## src/rtl/rate_window_pkg.sv

```systemverilog
// Shared types and the saturating-increment helper for the rate window counter.
package rate_window_pkg;

    // Internal width used by sat_inc; NBITS up to this value is supported.
    localparam int SAT_W = 32;

    typedef enum logic {
        WIN_IDLE,
        WIN_RUN
    } win_state_t;

    typedef enum logic {
        HS_READY,
        HS_WAIT
    } hs_state_t;

    typedef struct packed {
        logic [SAT_W-1:0] sum;
        logic             ovf;
    } sat_res_t;

    // Adds inc to count, clamping at 2^nbits-1. ovf flags an increment that
    // was refused because count was already at the ceiling.
    function automatic sat_res_t sat_inc(input logic [SAT_W-1:0] count,
                                         input logic inc,
                                         input int nbits);
        logic [SAT_W-1:0] max_val;
        sat_res_t         res;
        max_val = '1;
        if (nbits < SAT_W) begin
            max_val = ~({SAT_W{1'b1}} << nbits);
        end
        res.sum = count;
        res.ovf = 1'b0;
        if (inc) begin
            if (count >= max_val) begin
                res.ovf = 1'b1;
            end else begin
                res.sum = count + SAT_W'(1);
            end
        end
        return res;
    endfunction

endpackage

```

## src/rtl/rate_window_counter_if.sv

```systemverilog
// Signal bundle between the rate window counter, its controller and the divider.
//
// Divider handshake: calc_o is a one-cycle start strobe, issued only while
// busy_o is low. From that strobe until the divider's recip_valid_i is sampled
// high, busy_o stays high and count_o is frozen. recip_valid_i is only
// meaningful while busy_o is high; any other recip_valid_i pulse is ignored.
// busy_o drops on the edge that samples recip_valid_i.
interface rate_window_counter_if #(
    parameter int NBITS       = 16,
    parameter int WINDOW_BITS = 24
);
    import rate_window_pkg::*;

    logic                   enable_i;
    logic [WINDOW_BITS-1:0] window_len_i;
    logic                   event_i;
    logic                   recip_valid_i;

    logic [NBITS-1:0]       count_o;
    logic                   calc_o;
    logic                   busy_o;
    logic                   zero_o;
    logic                   overflow_o;
    logic                   missed_o;

    // Debug view of both FSMs.
    win_state_t             win_state;
    hs_state_t              hs_state;

    modport master (
        output enable_i, window_len_i, event_i, recip_valid_i,
        input  count_o, calc_o, busy_o, zero_o, overflow_o, missed_o,
        input  win_state, hs_state
    );

    modport slave (
        input  enable_i, window_len_i, event_i, recip_valid_i,
        output count_o, calc_o, busy_o, zero_o, overflow_o, missed_o,
        output win_state, hs_state
    );

endinterface

```

## src/rtl/window_timer.sv

```systemverilog
// Loadable down-counter that marks the last cycle of a window with tc.
module window_timer #(
    parameter int WINDOW_BITS = 24
) (
    input  logic                   clk_i,
    input  logic                   rst_i,
    input  logic                   load,
    input  logic [WINDOW_BITS-1:0] load_value,
    input  logic                   dec,
    output logic                   tc
);

    logic [WINDOW_BITS-1:0] count;

    // Load takes priority over decrement; the counter parks at zero.
    always_ff @(posedge clk_i or posedge rst_i) begin
        if (rst_i) begin
            count <= '0;
        end else if (load) begin
            count <= load_value;
        end else if (dec && (count != '0)) begin
            count <= count - WINDOW_BITS'(1);
        end
    end

    assign tc = (count == '0);

endmodule

```

## src/rtl/rate_window_counter.sv

```systemverilog
// Counts event strobes over back-to-back windows and hands each non-zero
// count to the serial reciprocal divider, holding it until the divider is done.
module rate_window_counter
    import rate_window_pkg::*;
#(
    parameter int NBITS       = 16,
    parameter int WINDOW_BITS = 24
) (
    input  logic                 clk_i,
    input  logic                 rst_i,
    rate_window_counter_if.slave bus
);

    win_state_t             win_state;
    hs_state_t              hs_state;
    logic [NBITS-1:0]       acc;
    logic [NBITS-1:0]       count_q;
    logic                   calc_q;
    logic                   busy_q;
    logic                   zero_q;
    logic                   overflow_q;
    logic                   missed_q;

    logic                   timer_load;
    logic                   timer_dec;
    logic                   timer_tc;
    logic [WINDOW_BITS-1:0] load_value;
    sat_res_t               sat_res;
    logic [NBITS-1:0]       next_count;
    logic                   next_ovf;
    logic                   running;
    logic                   terminal;
    logic                   issue_calc;
    logic                   unused_sat_bits;

    // Next accumulator value, window-end decision and timer control.
    always_comb begin
        load_value = '0;
        if (bus.window_len_i != '0) begin
            load_value = bus.window_len_i - WINDOW_BITS'(1);
        end
        sat_res    = sat_inc(SAT_W'(acc), bus.event_i, NBITS);
        next_count = sat_res.sum[NBITS-1:0];
        next_ovf   = sat_res.ovf;
        running    = (win_state == WIN_RUN) && bus.enable_i;
        terminal   = running && timer_tc;
        issue_calc = terminal && (next_count != '0) && !busy_q;
        timer_load = ((win_state == WIN_IDLE) && bus.enable_i) || terminal;
        timer_dec  = running && !timer_tc;
    end

    // Upper bits of the helper's wide sum are always zero here.
    assign unused_sat_bits = ^sat_res.sum;

    window_timer #(
        .WINDOW_BITS (WINDOW_BITS)
    ) u_timer (
        .clk_i      (clk_i),
        .rst_i      (rst_i),
        .load       (timer_load),
        .load_value (load_value),
        .dec        (timer_dec),
        .tc         (timer_tc)
    );

    // Window FSM: accumulate events, classify each window end, sticky overflow.
    always_ff @(posedge clk_i or posedge rst_i) begin
        if (rst_i) begin
            win_state  <= WIN_IDLE;
            acc        <= '0;
            zero_q     <= 1'b0;
            missed_q   <= 1'b0;
            overflow_q <= 1'b0;
        end else begin
            zero_q   <= 1'b0;
            missed_q <= 1'b0;
            if (!bus.enable_i) begin
                overflow_q <= 1'b0;
            end
            case (win_state)
                WIN_IDLE: begin
                    if (bus.enable_i) begin
                        win_state <= WIN_RUN;
                        acc       <= '0;
                    end
                end
                WIN_RUN: begin
                    if (!bus.enable_i) begin
                        win_state <= WIN_IDLE;
                        acc       <= '0;
                    end else begin
                        if (next_ovf) begin
                            overflow_q <= 1'b1;
                        end
                        if (timer_tc) begin
                            acc      <= '0;
                            zero_q   <= (next_count == '0);
                            missed_q <= (next_count != '0) && busy_q;
                        end else begin
                            acc <= next_count;
                        end
                    end
                end
                default: win_state <= WIN_IDLE;
            endcase
        end
    end

    // Handshake FSM: launch the divider and freeze count_o until it answers.
    always_ff @(posedge clk_i or posedge rst_i) begin
        if (rst_i) begin
            hs_state <= HS_READY;
            count_q  <= '0;
            calc_q   <= 1'b0;
            busy_q   <= 1'b0;
        end else begin
            calc_q <= 1'b0;
            case (hs_state)
                HS_READY: begin
                    if (issue_calc) begin
                        hs_state <= HS_WAIT;
                        count_q  <= next_count;
                        calc_q   <= 1'b1;
                        busy_q   <= 1'b1;
                    end
                end
                HS_WAIT: begin
                    if (bus.recip_valid_i) begin
                        hs_state <= HS_READY;
                        busy_q   <= 1'b0;
                    end
                end
                default: hs_state <= HS_READY;
            endcase
        end
    end

    assign bus.count_o    = count_q;
    assign bus.calc_o     = calc_q;
    assign bus.busy_o     = busy_q;
    assign bus.zero_o     = zero_q;
    assign bus.overflow_o = overflow_q;
    assign bus.missed_o   = missed_q;
    assign bus.win_state  = win_state;
    assign bus.hs_state   = hs_state;

endmodule

```

## src/flat_wrapper.sv

```systemverilog
// flat-port wrapper written by rule: the top's interface ports become plain ports
module rate_window_counter_flat import rate_window_pkg::*;
#(
    parameter int NBITS       = 16,
    parameter int WINDOW_BITS = 24
)
  (clk_i, rst_i, bus_enable_i, bus_window_len_i, bus_event_i, bus_recip_valid_i, bus_count_o, bus_calc_o, bus_busy_o, bus_zero_o, bus_overflow_o, bus_missed_o, bus_win_state, bus_hs_state);
  rate_window_counter_if #(.NBITS(NBITS), .WINDOW_BITS(WINDOW_BITS)) bus_i ();
  input  logic clk_i;
  input  logic rst_i;
  input wire logic [$bits(bus_i.enable_i)-1:0] bus_enable_i;
  input wire logic [$bits(bus_i.window_len_i)-1:0] bus_window_len_i;
  input wire logic [$bits(bus_i.event_i)-1:0] bus_event_i;
  input wire logic [$bits(bus_i.recip_valid_i)-1:0] bus_recip_valid_i;
  output wire logic [$bits(bus_i.count_o)-1:0] bus_count_o;
  output wire logic [$bits(bus_i.calc_o)-1:0] bus_calc_o;
  output wire logic [$bits(bus_i.busy_o)-1:0] bus_busy_o;
  output wire logic [$bits(bus_i.zero_o)-1:0] bus_zero_o;
  output wire logic [$bits(bus_i.overflow_o)-1:0] bus_overflow_o;
  output wire logic [$bits(bus_i.missed_o)-1:0] bus_missed_o;
  output wire logic [$bits(bus_i.win_state)-1:0] bus_win_state;
  output wire logic [$bits(bus_i.hs_state)-1:0] bus_hs_state;
  assign bus_i.enable_i = bus_enable_i;
  assign bus_i.window_len_i = bus_window_len_i;
  assign bus_i.event_i = bus_event_i;
  assign bus_i.recip_valid_i = bus_recip_valid_i;
  assign bus_count_o = bus_i.count_o;
  assign bus_calc_o = bus_i.calc_o;
  assign bus_busy_o = bus_i.busy_o;
  assign bus_zero_o = bus_i.zero_o;
  assign bus_overflow_o = bus_i.overflow_o;
  assign bus_missed_o = bus_i.missed_o;
  assign bus_win_state = bus_i.win_state;
  assign bus_hs_state = bus_i.hs_state;
  rate_window_counter #(.NBITS(NBITS), .WINDOW_BITS(WINDOW_BITS)) u_core (.clk_i(clk_i), .rst_i(rst_i), .bus(bus_i));
endmodule
```

## config.mk

```make
export PLATFORM = sky130hd
export DESIGN_NAME = rate_window_counter_flat
export DESIGN_NICKNAME = d
export VERILOG_FILES = /design/src/rtl/rate_window_pkg.sv /design/src/rtl/rate_window_counter_if.sv /design/src/rtl/window_timer.sv /design/src/rtl/rate_window_counter.sv /design/src/flat_wrapper.sv
export SDC_FILE = /design/constraint.sdc
export NUM_CORES = 1
export LEC_CHECK = 0
export ABC_AREA = 1
export BUFFER_PORTS_ARGS = -buffer_cell sky130_fd_sc_hd__buf_2
export CELL_PAD_IN_SITES_DETAIL_PLACEMENT = 1
export CELL_PAD_IN_SITES_GLOBAL_PLACEMENT = 2
export CORE_MARGIN = 4
export CORE_UTILIZATION = 36
export CTS_CLUSTER_DIAMETER = 60
export CTS_CLUSTER_SIZE = 20
export DETAILED_ROUTE_END_ITERATION = 8
export PLACE_DENSITY = 0.88
export SKIP_LAST_GASP = 1
export SYNTH_ARGS = -nofsm -noshare
export SYNTH_HDL_FRONTEND = slang
export SYNTH_SLANG_ARGS = --single-unit
```

## constraint.sdc

```tcl
create_clock -name clk_i -period 3.05 [get_ports clk_i]
set_input_delay 0.305 -clock clk_i [delete_from_list [all_inputs] [get_ports clk_i]]
set_output_delay 0.305 -clock clk_i [all_outputs]
set_load 0.005 [all_outputs]
```

# Yosys cells after proc, flatten, opt, wreduce, memory -nomap -nowiden
# Cells that the tools add are included.
# word_totals
reg_bits	63
input_bits	29
output_inout_bits	23
elab_cells	66
# op_classes
n_addsub	3
order_cmp	1
eq_ne	3
n_mux	28
bitwise	2
reduce_logical	19
# ops
op	count
two-way mux 24 bit	3
two-way mux 16 bit	4
nonzero test 24 bit	2
subtractor 24 x 1 -> 24 bit (second input constant)	2
case mux 16 bit (2 select lines)	1
zero test 24 bit	1
two-way mux 1 bit	17
two-way mux 17 bit	1
adder 16 x 1 -> 16 bit (second input constant)	1
greater-or-equal comparator 16 bit (second input constant)	1
zero test 16 bit	1
nonzero test 16 bit	1
logical AND 1 bit	8
inequality test 2 bit (second input constant)	2
case mux 1 bit (2 select lines)	2
AND reduction 2 bit	2
zero test 1 bit	2
inequality test 2 x 1 -> 1 bit (second input constant)	1
NOT 1 bit	2
nonzero test 2 bit	1
logical OR 1 bit	1

# Longest topological paths before layout
# Gate-level depths: netlist of run 1.
# depth
ltp_word	8
ltp_mapped	17
ltp_nobuf	16

# By module
# From an unflattened synthesis of run 1, not the netlist that was laid out.
# hier_totals
cells_unflattened	733
hier_area_um2	4819.6
# modules_own_cells
mod	instances	cells_per_inst	area_each_um2	seq_area_each_um2
rate_window_counter	1	435	2850.2	975.9
window_timer	1	298	1969.4	600.6

# Worst setup path after synthesis of run 1
# No wires, ideal clock.
# synth_timing
path_kind	register to register
startpoint	register u_core.acc[1]
endpoint	register u_core.count_q[2], in the netlist u_core.bus.count_o[2]
setup_ps	116
arrival_time_ps	1916
t_required_ps	2934
setup_slack_ps	1018
path_stages_with_launch	16
n_path_buf	1
synth_period_minus_slack_ps	2032
cell_sequence	dfrtp_1 ha_1 nand2_1 nor2_4 nand2_4 nor2_4 nor2_1 o21bai_1 nor2_1 nand2_1 nor2_1 nand2_4 nand2_8 buf_8 nand2_2 nand2_1
# synth_between
elab_chain_len	7
word_cells_on_any_way	8
classes_between	add/sub: 1; order compare: 1; mux: 2; reduce/logical: 4
# synth_lines
element	line	source
start: declaration	rate_window_counter.sv:16	logic [NBITS-1:0] acc;
start signal: assignment	rate_window_counter.sv:100	acc <= next_count;
adder 16 x 1 -> 16 bit / greater-or-equal comparator 16 bit (equally long branches)	rate_window_pkg.sv:39, rate_window_pkg.sv:36	
two-way mux 16 bit	rate_window_pkg.sv:36	if (count >= max_val) begin
two-way mux 17 bit *	rate_window_pkg.sv:35	if (inc) begin
nonzero test 16 bit	rate_window_counter.sv:47	issue_calc = terminal && (next_count != '0) && !busy_q;
logical AND 1 bit (2 in series)	rate_window_counter.sv:47	
AND reduction 2 bit (no source line)	n/a	
end signal: assignment	rate_window_counter.sv:122	count_q <= next_count;
end: declaration	rate_window_counter.sv:17	logic [NBITS-1:0] count_q;
# Mark *: on every way between the ends. The rest lies on a longest branch, timed or not.
# A chain may end at the register's enable or synchronous reset.

# Worst setup path in the final report of run 1
# layout_timing
startpoint	register u_core.u_timer.count[13]
endpoint	register u_core.count_q[9], in the netlist u_core.bus.count_o[9]
# layout_between
elab_chain_len	5
# layout_lines
element	line	source
start: declaration	window_timer.sv:13	logic [WINDOW_BITS-1:0] count;
start signal: assignment	window_timer.sv:20	count <= load_value;
start signal: assignment	window_timer.sv:22	count <= count - WINDOW_BITS'(1);
zero test 24 bit	window_timer.sv:26	assign tc = (count == '0);
logical AND 1 bit	rate_window_counter.sv:46	terminal = running && timer_tc;
logical AND 1 bit (2 in series)	rate_window_counter.sv:47	
AND reduction 2 bit (no source line)	n/a	
# Every way passes these cells.

==> metrics.txt, run 1 <==
run status=finished clean; share of synthesized registers carrying an async set or reset=100%; CP most frequent cell=sky130_fd_sc_hd__nand2_1; Placement Rows=39; complex-gate fraction of the synthesized area=11.9%; layout cells sized above 1=around 16%; clock latency of the later-clocked register in the worst-skew pair=340 ps; antenna fix cells=0; register clock-pin slew on the reported worst setup and hold paths=approximately 60 ps; die outline area=~0.014 mm²; horizontal extent of the die=118 µm; share of the cycle needed by the critical path after routing=84.8%; Max Used Layer=met4; clock period minus worst slack=approximately 2600 ps; DRT met1 WL=6970 µm; Starting Density=about 37%; number of hold-repair buffers added at the cts stage=0; min setup slack post-route=462 ps; setup slack of the worst register-to-register path=460 ps; post-layout net count=711; clock tree root driver cell=sky130_fd_sc_hd__clkbuf_16; Placement Setup Slack=486 ps; peak fanout along the critical path=19; number of enable-type register cells in the synthesized netlist=0; Vert. Die Dim=118 µm; Worst Clk Skew=6.40 ps; vias per cell=5.31; Post-Synth Simple-Gate Area=37.7%; Critical path origin=u_core.u_timer.count[13]$_DFFE_PP0P_; Hold Fails Final Rpt=0; power per cell area=461 mW/mm²; count of input and output buffers=51; total iterations of the first detailed-routing run=4; number of cells produced by synthesis=roughly 620; global-route wire length before repair=23,100 µm; Worst path slowest cell=sky130_fd_sc_hd__nor3_4; placed cell area=~0.0047 mm²; average cell area after synthesis=roughly 7 µm²; weighted congestion at the end of routability-driven global placement=0.814; xor-xnor portion of the synthesized cell area=5.07%; adder-cell share of the synthesized area=1.16%; total negative slack=0 ps; max-cap check violation count=0; Worst Tran Pin Value=1050 ps; worst supply voltage drop on vdd=0.201 mV; H-Tree Level Count=3; cell family with the largest share of critical-path delay=simple AND/OR/NAND/NOR gates; routed wire length on met3=493 µm; Fill cells=1,512; R2R depth=10; detailed placer's ending HPWL=10,200 µm; design area=0.00505 mm²; critical register-to-register path startpoint=u_core.u_timer.count[13]$_DFFE_PP0P_; CP Data Arrival Time=about 2800 ps; cell area after technology mapping=0.00432 mm²; top-area cell type share of the netlist area=36.5%; pin count of the biggest net entering global routing=33; Cell variety after synth=37; CP Launch Type=flop; share of cell area taken by muxes after synthesis=0%; biggest area consumer among synthesized cells=sky130_fd_sc_hd__dfrtp_1; count of state elements after synthesis=between 60 and 70; routed wire length=13,600 µm; Seq/Total Area, Yosys=36.5%; Hold Crit Class=in2async; total count of max-transition violations in the final report=0; WP data required=3270 ps; number of antenna-violating nets in the routed design=0; Placeable Area=0.0116 mm²; RSZ-0062 raised after global routing=false; TritonCTS Sinks=63; vias in the first global route=4,441; gr usage total=20.2%; endpoint kind of the worst setup timing path=flop; Layout Area Growth over Synthesis=16.8%; max_slew headroom=about 30%; delay of the slowest cell on the worst path=640 ps; count of synthesis-stage warnings from yosys=0; detailed-route via count=4,385; post-cts gate resize count=0; final number of setup-violating endpoints=0; number of design rule violations left after detail routing=0; max frequency=386 MHz; detailed route wirelength on metal2=6010 µm; clock tree from TritonCTS=built; total clock buffers created by CTS=9; # Post-CTS Setup Buffers=0; endpoint of the lowest-slack register-to-register path=u_core.bus.count_o[9]$_DFFE_PP0P_; number of top-level pins=52; combined buffer and inverter count along the critical path=0; top area cells in the synthesized netlist=sky130_fd_sc_hd__dfrtp_1 (36%), sky130_fd_sc_hd__nand2_1 (12%), sky130_fd_sc_hd__nand3_1 (8.9%); dominant combinational cell family by area after synthesis=simple AND/OR/NAND/NOR gates; Starting DRT DRC Count=285; antenna violations before repair=0; post-synthesis net count=655; routed length per instance=16.5 µm; critical path type=reg2reg; CTS max path bufs=2; static leakage=0.00248 µW; primary flip-flop cell chosen by synthesis mapping=sky130_fd_sc_hd__dfrtp_1; residual overflow from global routing=0; cells along the critical path=nor2_1 -> nand3_1 -> nor2_1 -> nand2_1 -> nor3_1 -> nand2_1 -> nor3_4 -> nand2_8 -> nand2_1 -> nand2_1
-- cells in the final DEF (no fill, tap or decap), types with 2 or more instances in the layout --
cell and count:
sky130_fd_sc_hd__nand4_2 2, sky130_fd_sc_hd__dfrtp_1 63, sky130_fd_sc_hd__nand4_1 9, sky130_fd_sc_hd__nand2_2 11
sky130_fd_sc_hd__nor3_1 7, sky130_fd_sc_hd__a21oi_1 30, sky130_fd_sc_hd__nor2_1 84, sky130_fd_sc_hd__o21ai_1 4
sky130_fd_sc_hd__or2_2 3, sky130_fd_sc_hd__inv_6 3, sky130_fd_sc_hd__inv_1 63, sky130_fd_sc_hd__clkinvlp_4 3
sky130_fd_sc_hd__nor2_4 6, sky130_fd_sc_hd__xnor2_1 8, sky130_fd_sc_hd__nand2_4 2, sky130_fd_sc_hd__clkbuf_16 9
sky130_fd_sc_hd__buf_2 51, sky130_fd_sc_hd__ha_1 4, sky130_fd_sc_hd__a31oi_1 4, sky130_fd_sc_hd__nor4_1 2
sky130_fd_sc_hd__nand3_1 77, sky130_fd_sc_hd__nand2_1 142, sky130_fd_sc_hd__o21ai_0 38, sky130_fd_sc_hd__a22oi_1 12
sky130_fd_sc_hd__clkinv_1 2, sky130_fd_sc_hd__o21bai_1 2, sky130_fd_sc_hd__a21o_1 2, sky130_fd_sc_hd__buf_4 10
sky130_fd_sc_hd__nand3b_1 2, sky130_fd_sc_hd__nor2_2 3, sky130_fd_sc_hd__xor2_1 17
-- kinds of logic after synthesis --
family | after synthesis
compound gates | 93
xor+xnor | 25
fa+ha+maj | 4
buf+inv | 82
flops | 63
simple gates | 355
-- per-stage QoR --
step	total power (µW)	utilization (%)	cells	hold slack, ps
2_1_floorplan	1160	-	622	336
3_3_place_gp	1260	41.0	810	390
3_5_place_dp	1270	41.0	810	394
4_1_cts	2350	43.7	826	28.4
5_1_grt	2440	43.7	826	66.3
6_report	2330	43.7	826	11.1
-- layer usage --
layer | vias up | GRT usage [%]
met3 | 12 | 2.55
li1 | 2144 | -
met5 | - | 0
met1 | 2150 | 30.8
met2 | 79 | 30.2
met4 | 0 | 5.13
-- report_power, final --
group / internal (µW) / switching (µW)
clock network: 641 / 429
logic: 112 / 217
registers: 882 / 46.6
-- layout make-up --
cell class / count / area (µm²) / area share, %
sequential: 63 / 1580 / 31.2
inverter: 66 / 248 / 4.91
multi-input combinational: 477 / 2410 / 47.8
clock buffer: 9 / 225 / 4.46
clock inverter: 7 / 78.8 / 1.56
tap: 143 / 179 / 3.54
timing repair buffer: 61 / 330 / 6.54
-- how the worst max path moves through the flow --
stage | endpoint | slack, ps | cells past startpoint
3_3_place_gp | u_core.bus.count_o[15]$_DFFE_PP0P_ | 500 | 10
4_1_cts | u_core.bus.count_o[9]$_DFFE_PP0P_ | 450 | 10
2_1_floorplan | u_core.bus.count_o[2]$_DFFE_PP0P_ | 1020 | 15
5_1_grt | u_core.bus.count_o[14]$_DFFE_PP0P_ | 210 | 10
6_report | u_core.bus.count_o[9]$_DFFE_PP0P_ | 460 | 10
3_5_place_dp | u_core.bus.count_o[9]$_DFFE_PP0P_ | 490 | 10
-- registers in the layout (all words and copies together) (netlist names) --
| register | cells |
|---|---|
| u_core.bus.busy_o | 1 |
| u_core.bus.win_state | 1 |
| u_core.bus.zero_o | 1 |
| u_core.bus.calc_o | 1 |
| u_core.bus.missed_o | 1 |
| u_core.acc | 16 |
| u_core.bus.hs_state | 1 |
| u_core.bus.overflow_o | 1 |
| u_core.u_timer.count | 24 |
| u_core.bus.count_o | 16 |
-- cell usage after synthesis (all sizes together) (2+ instances only) --
| cell | number |
|---|---|
| nand4 | 11 |
| dfrtp | 63 |
| a21oi | 30 |
| clkbuf | 9 |
| nand3 | 77 |
| a21o | 2 |
| o21ai | 42 |
| xor2 | 17 |
| or2 | 3 |
| a31oi | 4 |
| nor2 | 93 |
| ha | 4 |
| buf | 7 |
| nor4 | 2 |
| a22oi | 12 |
| o21bai | 2 |
| nand2 | 156 |
| nand3b | 2 |
| clkinv | 2 |
| nor3 | 8 |
| inv | 64 |
| xnor2 | 8 |
Power figures use the tool's default switching activity.
==> run 2, diff against run 1 <==
Settings changed: ABC_AREA 1 to 0, CORE_UTILIZATION 36 to 33, PLACE_DENSITY 0.88 to 0.78.
Clock period 3.05 ns to 2.1 ns, I/O delays scaled along.
==> metrics.txt, run 2 <==
average cell area after synthesis=8.95 µm² (was 6.95 µm²); Max Used Layer=met4 (unchanged); endpoint of the lowest-slack register-to-register path=u_core.bus.count_o[5]$_DFFE_PP0P_ (was u_core.bus.count_o[9]$_DFFE_PP0P_); count of synthesis-stage warnings from yosys=0 (unchanged); count of input and output buffers=51 (unchanged); endpoint kind of the worst setup timing path=flop (unchanged); number of top-level pins=52 (unchanged); Layout Area Growth over Synthesis=48.0% (was 16.8%); Vert. Die Dim=120 µm (was 118 µm); max frequency=309 MHz (was 386 MHz); max-cap check violation count=0 (unchanged); register clock-pin slew on the reported worst setup and hold paths=50 ps (was 60 ps); biggest area consumer among synthesized cells=sky130_fd_sc_hd__dfrtp_1 (unchanged); Critical path origin=u_core.u_timer.count[21]$_DFFE_PP0P_ (was u_core.u_timer.count[13]$_DFFE_PP0P_); Fill cells=1,413 (was 1,512); terminating pin of the worst hold path=u_core.bus.hs_state$_DFF_PP0_; setup slack of the worst register-to-register path=-1130 ps (was 460 ps); most frequent cells in the layout=sky130_fd_sc_hd__buf_4 (129), sky130_fd_sc_hd__dfrtp_1 (63), sky130_fd_sc_hd__buf_2 (52) (was sky130_fd_sc_hd__nand2_1 (142), sky130_fd_sc_hd__nor2_1 (84), sky130_fd_sc_hd__nand3_1 (77)); Starting DRT DRC Count=217 (was 285); count of state elements after synthesis=63 (unchanged); clock tree root driver cell=sky130_fd_sc_hd__clkbuf_16 (unchanged); final number of setup-violating endpoints=61 (was 0); antenna violations before repair=0 (unchanged); top-area cell type share of the netlist area=38.0% (was 36.5%); gr usage total=20.4% (was 20.2%); share of synthesized registers carrying an async set or reset=100% (unchanged); power per cell area=625 mW/mm² (was 461 mW/mm²); Worst Tran Pin Value=518 ps (was 1050 ps); top area cells in the synthesized netlist=sky130_fd_sc_hd__dfrtp_1 (38%), sky130_fd_sc_hd__xnor2_1 (5.5%), sky130_fd_sc_hd__o21ai_0 (5.1%) (was sky130_fd_sc_hd__dfrtp_1 (36%), sky130_fd_sc_hd__nand2_1 (12%), sky130_fd_sc_hd__nand3_1 (8.9%)); number of antenna-violating nets in the routed design=0 (unchanged); number of cells after detailed placement=783 (was 810); most frequent standard cell in the layout excluding fill and tap cells=sky130_fd_sc_hd__buf_4 (was sky130_fd_sc_hd__nand2_1); most used standard cell by instance count after synthesis=sky130_fd_sc_hd__dfrtp_1 (was sky130_fd_sc_hd__nand2_1); critical register-to-register path startpoint=u_core.u_timer.count[21]$_DFFE_PP0P_ (was u_core.u_timer.count[13]$_DFFE_PP0P_); run status=finished, violations left (was finished clean); number of cells produced by synthesis=464 (was 622); number of design rule violations left after detail routing=0 (unchanged); RSZ-0062 raised after global routing=true (was false); vias per cell=5.27 (was 5.31); Placement Rows=40 (was 39); primary flip-flop cell chosen by synthesis mapping=sky130_fd_sc_hd__dfrtp_1 (unchanged); detailed route wirelength on metal2=7280 µm (was 6010 µm); DRT met1 WL=6610 µm (was 6970 µm); R2R depth=8 (was 10); CP Launch Type=flop (unchanged); TritonCTS Sinks=63 (unchanged); leading post-synthesis cells by instance count=sky130_fd_sc_hd__dfrtp_1 (63), sky130_fd_sc_hd__nand2_1 (42), sky130_fd_sc_hd__o21ai_0 (42) (was sky130_fd_sc_hd__nand2_1 (142), sky130_fd_sc_hd__nor2_1 (84), sky130_fd_sc_hd__nand3_1 (77)); Placement Setup Slack=-1130 ps (was 486 ps); Placeable Area=0.0122 mm² (was 0.0116 mm²); Worst Hold Depth=2; detailed placer's ending HPWL=10,300 µm (was 10,200 µm); max reg flops=24 (unchanged); layout cells sized above 1=41.8% (was 15.7%); routed wire length=14,500 µm (was 13,600 µm); min setup slack post-route=-1130 ps (was 462 ps); vias in the first global route=4,549 (was 4,441); area taken by flip-flops and latches=0.00158 mm² (unchanged); CP Data Arrival Time=3450 ps (was 2810 ps); total clock buffers created by CTS=9 (unchanged); violations in the final reports=setup timing; CTS max path bufs=2 (unchanged); total negative slack=-54,150 ps (was 0 ps); max_slew headroom=65.3% (was 29.9%); final non-filler cell total=814 (was 826); post-layout net count=674 (was 711); weighted congestion at the end of routability-driven global placement=0.871 (was 0.814); routed length per instance=17.8 µm (was 16.5 µm); Starting Density=34.1% (was 37.4%); pin count of the biggest net entering global routing=48 (was 33); total count of max-transition violations in the final report=0 (unchanged); number of enable-type register cells in the synthesized netlist=0 (unchanged); launch point of the worst hold path=bus_recip_valid_i; total iterations of the first detailed-routing run=4 (unchanged); clock period minus worst slack=3230 ps (was 2590 ps); Worst Clk Skew=5.32 ps (was 6.40 ps); die outline area=0.0144 mm² (was 0.0138 mm²); static leakage=0.00282 µW (was 0.00248 µW); residual overflow from global routing=0 (unchanged); post-synthesis net count=497 (was 655); cell area after technology mapping=0.00415 mm² (was 0.00432 mm²); antenna fix cells=0 (unchanged); WP data required=2320 ps (was 3270 ps); clock latency of the later-clocked register in the worst-skew pair=340 ps (about the same); worst supply voltage drop on vdd=0.393 mV (was 0.201 mV); Hold Crit Class=in2reg (was in2async); routed wire length on met3=397 µm (was 493 µm); H-Tree Level Count=3 (unchanged); critical path type=reg2reg (unchanged); register ranked first by flip-flop count=u_core.u_timer.count (unchanged); peak fanout along the critical path=8 (was 19); share of the cycle needed by the critical path after routing=154% (was 84.8%); Cell variety after synth=53 (was 37); Hold Fails Final Rpt=0 (unchanged); global-route wire length before repair=23,600 µm (was 23,100 µm); clock tree from TritonCTS=built (unchanged); horizontal extent of the die=120 µm (was 118 µm); Seq/Total Area, Yosys=38.0% (was 36.5%); multi-input logic area=0.00258 mm² (was 0.00241 mm²); end-of-flow core utilization=50.5% (was 43.7%); detailed-route via count=4,288 (was 4,385)
-- run 2: cell types whose count changed in the layout (fill, tap and decap cells not counted), moves of 11 or more --
cell / previous run / this run
sky130_fd_sc_hd__buf_4: 10 / 129
sky130_fd_sc_hd__nand2_1: 142 / 42
sky130_fd_sc_hd__nand3_1: 77 / 15
sky130_fd_sc_hd__inv_1: 63 / 11
sky130_fd_sc_hd__nor2_1: 84 / 38
sky130_fd_sc_hd__a21oi_1: 30 / 6
sky130_fd_sc_hd__xnor2_1: 8 / 26
sky130_fd_sc_hd__a22o_1: 0 / 16
sky130_fd_sc_hd__nor3_1: 7 / 22
sky130_fd_sc_hd__o21ai_0: 38 / 25
sky130_fd_sc_hd__a22oi_1: 12 / 1
sky130_fd_sc_hd__nand2_2: 11 / 0
-- run 2: cell families after synthesis --
logic type | share of synthesized area (%)
simple gates | 23.7
buf+inv | 5.67
compound gates | 17.9
fa+ha+maj | 1.21
flops | 38.0
mux | 6.00
xor+xnor | 7.59
-- run 2: final cells by class --
cell class              instances  share of cell area (%)
inverters                      12                   0.733
clock inverters                 4                    1.14
multi-input cells             360                    42.0
clock buffers                  12                    3.85
well taps                     168                    3.42
flip-flops and latches         63                    25.7
repair buffers                195                    23.2
-- run 2: through the flow --
step | cell area (µm²) | power [µW] | hold slack, ps
after floorplan | 4180 | 1760 | 241
after global placement | 5450 | 2120 | 320
after detailed placement | 5450 | 2150 | 324
after CTS | 6070 | 3840 | 83.3
after global routing | 6140 | 4010 | 84.2
final | 6140 | 3840 | 86.2
-- run 2: worst max path at each step --
| stage | endpoint | slack, ps | cells past startpoint |
|---|---|---|---|
| final | u_core.bus.count_o[5]$_DFFE_PP0P_ | -1130 | 8 |
| after global routing | u_core.bus.count_o[3]$_DFFE_PP0P_ | -1200 | 8 |
| after CTS | u_core.bus.count_o[0]$_DFFE_PP0P_ | -1140 | 8 |
| after detailed placement | u_core.bus.count_o[0]$_DFFE_PP0P_ | -1130 | 7 |
| after global placement | u_core.bus.count_o[10]$_DFFE_PP0P_ | -1060 | 7 |
| after floorplan | u_core.bus.count_o[2]$_DFFE_PP0P_ | -1080 | 7 |
-- run 2: worst max-delay path, cell delays in order (launching register included) --
cell and delay [ps]:
sky130_fd_sc_hd__dfrtp_1 380, sky130_fd_sc_hd__or4_4 540, sky130_fd_sc_hd__or4_4 460, sky130_fd_sc_hd__or4_4 540
sky130_fd_sc_hd__or4_4 450, sky130_fd_sc_hd__a21oi_4 130, sky130_fd_sc_hd__buf_4 160, sky130_fd_sc_hd__buf_16 150
sky130_fd_sc_hd__mux2_4 300
-- run 2: per-layer routing --
| layer | global-route usage, % | vias to the layer above |
|---|---|---|
| met1 | 27.3 | 2154 |
| met2 | 34.3 | 61 |
| met3 | 3.16 | 17 |
| met4 | 5.73 | 0 |
| met5 | 0 | - |
| li1 | - | 2056 |
-- run 2: power breakdown --
part / internal [µW] / switching, µW
logic: 437 / 473
clock network: 1040 / 553
registers: 1290 / 49.0
-- run 2: timing repair --
item | in CTS | in global routing
cloned | 4 | 0
hold endpoints to repair | 28 | 0
hold buffers | 1 | 0
buffers inserted | 8 | 2
setup endpoints to repair | 61 | 61
gates resized for setup | 50 | 18
pin swaps | 8 | 11
